[config.mk]
export PLATFORM = sky130hd
export DESIGN_NAME = aska_npg_sched
export DESIGN_NICKNAME = d
export VERILOG_FILES = /design/src/rtl/aska_npg_sched.sv
export SDC_FILE = /design/constraint.sdc
export NUM_CORES = 1
export LEC_CHECK = 0
export CAP_MARGIN = 0
export CORE_MARGIN = 2
export CORE_UTILIZATION = 45
export CTS_CLUSTER_DIAMETER = 30
export CTS_CLUSTER_SIZE = 8
export DETAILED_ROUTE_END_ITERATION = 12
export PLACE_DENSITY = 0.75
export SYNTH_ARGS = -nofsm -noshare
export SYNTH_HDL_FRONTEND = slang
export SYNTH_SLANG_ARGS = --single-unit
export TNS_END_PERCENT = 50
[constraint.sdc]
create_clock -name clk -period 1.99 [get_ports clk]
set_input_delay 0.2985 -clock clk [delete_from_list [all_inputs] [get_ports clk]]
set_output_delay 0.2985 -clock clk [all_outputs]
set_load 0.02 [all_outputs]
[src/rtl/aska_npg_sched.sv]
// aska_npg_sched: round-robin scheduler sharing one pulse output stage among
// NCH stimulation channels. It queues per-channel pulse requests, grants one
// channel at a time, issues a single-cycle start, waits for the stage, and then
// holds a guard interval so that pulses from different channels never overlap.
`timescale 1ns/1ps

module aska_npg_sched #(
  parameter int unsigned NCH     = 4,
  parameter int unsigned GUARD_W = 4,
  parameter int unsigned TMO_W   = 8
) (
  input  logic                    clk,
  input  logic                    resetn,
  input  logic                    enable,
  input  logic [NCH-1:0]          chan_en,
  input  logic [NCH-1:0]          req,
  input  logic [GUARD_W-1:0]      guard_cycles,
  input  logic [TMO_W-1:0]        timeout_cycles,
  input  logic                    stage_busy,
  output logic                    start,
  output logic                    grant_valid,
  output logic [$clog2(NCH)-1:0]  grant_id,
  output logic [NCH-1:0]          pending,
  output logic [NCH-1:0]          overrun,
  output logic                    timeout_err,
  input  logic                    err_clr
);

  localparam int unsigned IDW = $clog2(NCH);

  typedef enum logic [2:0] {
    S_IDLE,
    S_ISSUE,
    S_WAIT_ACK,
    S_RUN,
    S_GUARD
  } state_t;

  state_t             state;
  state_t             state_n;

  logic [IDW-1:0]     last;
  logic [IDW-1:0]     sel_id;
  logic [IDW-1:0]     idx;
  logic               sel_found;

  logic               grant_fire;
  logic               tmo_hit;
  logic               tmo_set;
  logic               guard_done;

  logic [NCH-1:0]     grant_clr;
  logic [NCH-1:0]     req_set;
  logic [NCH-1:0]     pending_n;
  logic [NCH-1:0]     overrun_n;
  logic               timeout_err_n;

  logic [TMO_W-1:0]   wd_cnt;
  logic [TMO_W-1:0]   wd_cnt_n;
  logic [TMO_W-1:0]   wd_inc;
  logic [GUARD_W-1:0] guard_cnt;
  logic [GUARD_W-1:0] guard_cnt_n;
  logic [GUARD_W-1:0] guard_inc;

  // Round-robin pick: first pending channel after the last granted one.
  always_comb begin
    sel_found = 1'b0;
    sel_id    = '0;
    idx       = '0;
    for (int k = 1; k <= int'(NCH); k++) begin
      idx = IDW'((int'(last) + k) % int'(NCH));
      if (!sel_found && pending[idx]) begin
        sel_found = 1'b1;
        sel_id    = idx;
      end
    end
  end

  // Next-state, watchdog / guard counters and queue / error updates.
  always_comb begin
    state_n     = state;
    grant_fire  = 1'b0;
    tmo_set     = 1'b0;
    wd_cnt_n    = '0;
    guard_cnt_n = '0;
    wd_inc      = wd_cnt + TMO_W'(1);
    guard_inc   = guard_cnt + GUARD_W'(1);
    tmo_hit     = (timeout_cycles != '0) && (wd_inc == timeout_cycles);
    guard_done  = (guard_cycles == '0) || (guard_inc == guard_cycles);

    case (state)
      S_IDLE: begin
        if (sel_found) begin
          grant_fire = 1'b1;
          state_n    = S_ISSUE;
        end
      end
      S_ISSUE: begin
        state_n = S_WAIT_ACK;
      end
      S_WAIT_ACK: begin
        if (stage_busy) begin
          state_n = S_RUN;
        end else if (tmo_hit) begin
          tmo_set = 1'b1;
          state_n = S_GUARD;
        end else begin
          wd_cnt_n = wd_inc;
        end
      end
      S_RUN: begin
        if (!stage_busy) begin
          state_n = S_GUARD;
        end else if (tmo_hit) begin
          tmo_set = 1'b1;
          state_n = S_GUARD;
        end else begin
          wd_cnt_n = wd_inc;
        end
      end
      S_GUARD: begin
        if (guard_done) begin
          state_n = S_IDLE;
        end else begin
          guard_cnt_n = guard_inc;
        end
      end
      default: begin
        state_n = S_IDLE;
      end
    endcase

    // Global disable aborts any activity; an abort is not a stage fault.
    if (!enable) begin
      state_n    = S_IDLE;
      grant_fire = 1'b0;
      tmo_set    = 1'b0;
    end

    grant_clr     = grant_fire ? (NCH'(1) << sel_id) : '0;
    req_set       = req & chan_en & {NCH{enable}};
    // A request arriving in the grant cycle re-queues the channel (set wins).
    pending_n     = (pending & ~grant_clr & chan_en & {NCH{enable}}) | req_set;
    overrun_n     = (err_clr ? '0 : overrun) | (req_set & pending & ~grant_clr);
    timeout_err_n = (err_clr ? 1'b0 : timeout_err) | tmo_set;
  end

  // State register.
  always_ff @(posedge clk or negedge resetn) begin
    if (!resetn) begin
      state <= S_IDLE;
    end else begin
      state <= state_n;
    end
  end

  // Registered outputs, queue, pointer and counters.
  always_ff @(posedge clk or negedge resetn) begin
    if (!resetn) begin
      start       <= 1'b0;
      grant_valid <= 1'b0;
      grant_id    <= '0;
      last        <= IDW'(NCH - 1);
      pending     <= '0;
      overrun     <= '0;
      timeout_err <= 1'b0;
      wd_cnt      <= '0;
      guard_cnt   <= '0;
    end else begin
      start       <= (state_n == S_ISSUE);
      grant_valid <= (state_n == S_ISSUE) || (state_n == S_WAIT_ACK) ||
                     (state_n == S_RUN);
      if (grant_fire) begin
        grant_id <= sel_id;
        last     <= sel_id;
      end
      pending     <= pending_n;
      overrun     <= overrun_n;
      timeout_err <= timeout_err_n;
      wd_cnt      <= wd_cnt_n;
      guard_cnt   <= guard_cnt_n;
    end
  end

endmodule

==> results.cfg <==
[clocking]
cts_hold_buffers = 0
clock_path_buffers = 2
cts_buffers = 5
clk_pin_slew_worst_paths_ps = 70
clkLatencyLatePin_ps = 280
cts_max_level = 2
cts_sinks = 30
tritoncts = yes
cts-root-buf = clkbuf_8

[worst_setup_path]
worstRegToRegCells = 9
cp_max_fo = 5
endpoint_kind = register
required_ps = 2160
rrSetupSlack_ps = 60
cp.arrival_ps = 2130
critPathKind = in -> reg
cp-start-kind = input pin
timing.rr.end = state[2]
r2r-start = wd_cnt[1]

[die]
die_area_sq_mm = 0.00428
start_util_pct = 46.8
coreArea_sq_mm = 0.00363
die_x_um = 65.4
die_h_um = 65.4
num_rows = 22
ios = 38

[detailed_routing]
route.detailed.drc = 0
dr.pass1.iters = 4
avgViaCountPerCell = 5.14
ant_nets = 0
drt_iter0_markers = 55
routedWlPerCell_um = 13.6
vias = 1502
routed_wl_um = 3970

[pwr]
peakVddDrop_v = 0.000520
power_mw = 1.85
p_leak_nw = 1.07
power.density_mw_per_mm2 = 738

[logic_synthesis]
synth_edf_count = 0
synth_top_area_share_pct = 41.2
ys_seq_area_share_pct = 44.3
synth-seq-cells = 30
ys.flop_type = dfrtp_1
ys_types = 45
postSynthCellCount = 177
synth-async-reset-ratio_pct = 100
syn-cell-area_sq_mm = 0.00170
syn-num-nets = 204
synthTopCellsByCount = dfrtp_1, inv_1, nand2_1
synth_most_common_cell = dfrtp_1
yosysWarningCount = 0
synth_top_cell_by_area = dfrtp_1
syn_area_per_cell_sq_um = 9.60
synthTopCellsByArea = dfrtp_1, xor2_1, xnor2_1, inv_1, nand2_1

[run_status]
status = finished clean

[global_route]
grt_max_degree = 15
first_global_vias = 1474
grt_overflow = 0
grt.total_usage_pct = 20.8
antenna_found_initial = 0
grt_pass1_wl_um = 6810

[layout]
nNetsFinal = 270
areaGrowthSynthToFinish_pct = 47.3
nFillCells = 311
multi_input_area_sq_um = 955
n_antenna_cell = 0
stdcell_count = 292
ff_latch_area_sq_um = 756
drive_above_1_share_pct = 23.0

[placed_design]
finalWeightedCongestion = 0.839
io_buffers = 37
post-dp-hpwl_um = 2870
place_ws_ps = -206
dp_cells = 282

[sta]
tightest_slew_ps = 607
relSlewSlack_pct = 59.4
period_minus_slack_ps = 1960
setup_viol = 0
finalHoldViolations = 0
fin_ws_ps = 26.9
clock.fmax_mhz = 509
final-max-slew-violation-count = 0
rsz0062_at_grt = yes
skew_ps = 5.33
hold_slack_ps = 397
final.period_utilization_pct = 98.6

[hold_path]
hp-class = in -> async

[flow_run]
maxCapViolations = 0
[cells by family (layout without fill, tap and decap cells)]
kind of cell | count (synthesis) | count (layout) | share of synthesized area [%]
AO/OA/AOI/OAI | 34 | 34 | 14.4
XOR/XNOR | 21 | 21 | 10.8
adder cells (fa/ha/maj) | 2 | 2 | 1.47
buffers and inverters | 20 | 87 | 5.30
flip-flops | 30 | 30 | 44.3
multiplexers | 1 | 1 | 0.589
AND/OR/NAND/NOR | 69 | 69 | 23.1
[sequential cells by signal (all words and copies together), names as in the netlist]
register / count
wd_cnt: 8
last: 2
timeout_err: 1
guard_cnt: 4
state: 3
grant_id: 2
grant_valid: 1
overrun: 4
pending: 4
start: 1
[power breakdown]
group / internal [mW] / switching (mW) / leakage (nW)
Combinational: 0.274 / 0.269 / 0.624
Sequential: 0.707 / 0.0865 / 0.398
Clock: 0.277 / 0.232 / 0.0472
Total: 1.26 / 0.588 / 1.07
[placed cells by master (no fill, tap or decap), types with 7 or more instances in the layout]
cell	count
buf_4	23
nor2_1	10
a21oi_1	8
xnor2_1	9
clkdlybuf4s50_1	37
inv_1	16
dfrtp_1	26
o21ai_0	7
xor2_1	10
nand2_1	14
nor3_1	9
[cell type report]
type                            instances  share of cell area (%)
Sequential cell                        30                    30.2
Clock inverter                          2                   0.500
Clock buffer                            6                    3.30
Tap cell                               48                    2.40
Timing Repair Buffer                   63                    23.0
Inverter                               16                    2.40
Multi-Input combinational cell        127                    38.2
[per-stage QoR]
step	setup TNS (ps)	util, %	cell area [sq um]
2_1_floorplan	0	-	1710
3_3_place_gp	-1610	63.1	2290
3_5_place_dp	-1570	63.1	2290
4_1_cts	0	66.2	2400
5_1_grt	-192	68.9	2500
6_report	0	68.9	2500
[metal layers]
| layer | global-route usage (%) | wire length [um] |
|---|---|---|
| met4 | 9.11 | 83 |
| met2 | 30.7 | 1870 |
| met5 | 0 | 0 |
| met1 | 29.4 | 1880 |
| met3 | 4.45 | 134 |
[how the worst max path moves through the flow]
stage	slack, ps	end	start	cells past startpoint
finish	30	state[2]	timeout_cycles[6]	8
global route	-50	state[2]	timeout_cycles[6]	8
CTS	40	state[1]	wd_cnt[0]	8
detailed placement	-210	timeout_err	timeout_cycles[6]	8
global placement	-210	timeout_err	timeout_cycles[5]	8
floorplan	110	state[1]	wd_cnt[1]	7
[timing repair]
| action | CTS | global route |
|---|---|---|
| hold endpoints to repair | 0 | 0 |
| buffers inserted | 2 | 0 |
| resized for setup | 0 | 19 |
| pin swaps | 3 | 7 |
| cloned | 0 | 0 |
| setup endpoints to repair | 1 | 15 |
[worst max-delay path, cell delays in order]
cell,delay (ps)
clkdlybuf4s50_1,500
inv_1,50
or3_1,370
a31oi_1,280
a2111oi_4,80
and2_4,190
buf_6,120
a32o_1,240
No activity file was read; power rests on OpenSTA's default activity.
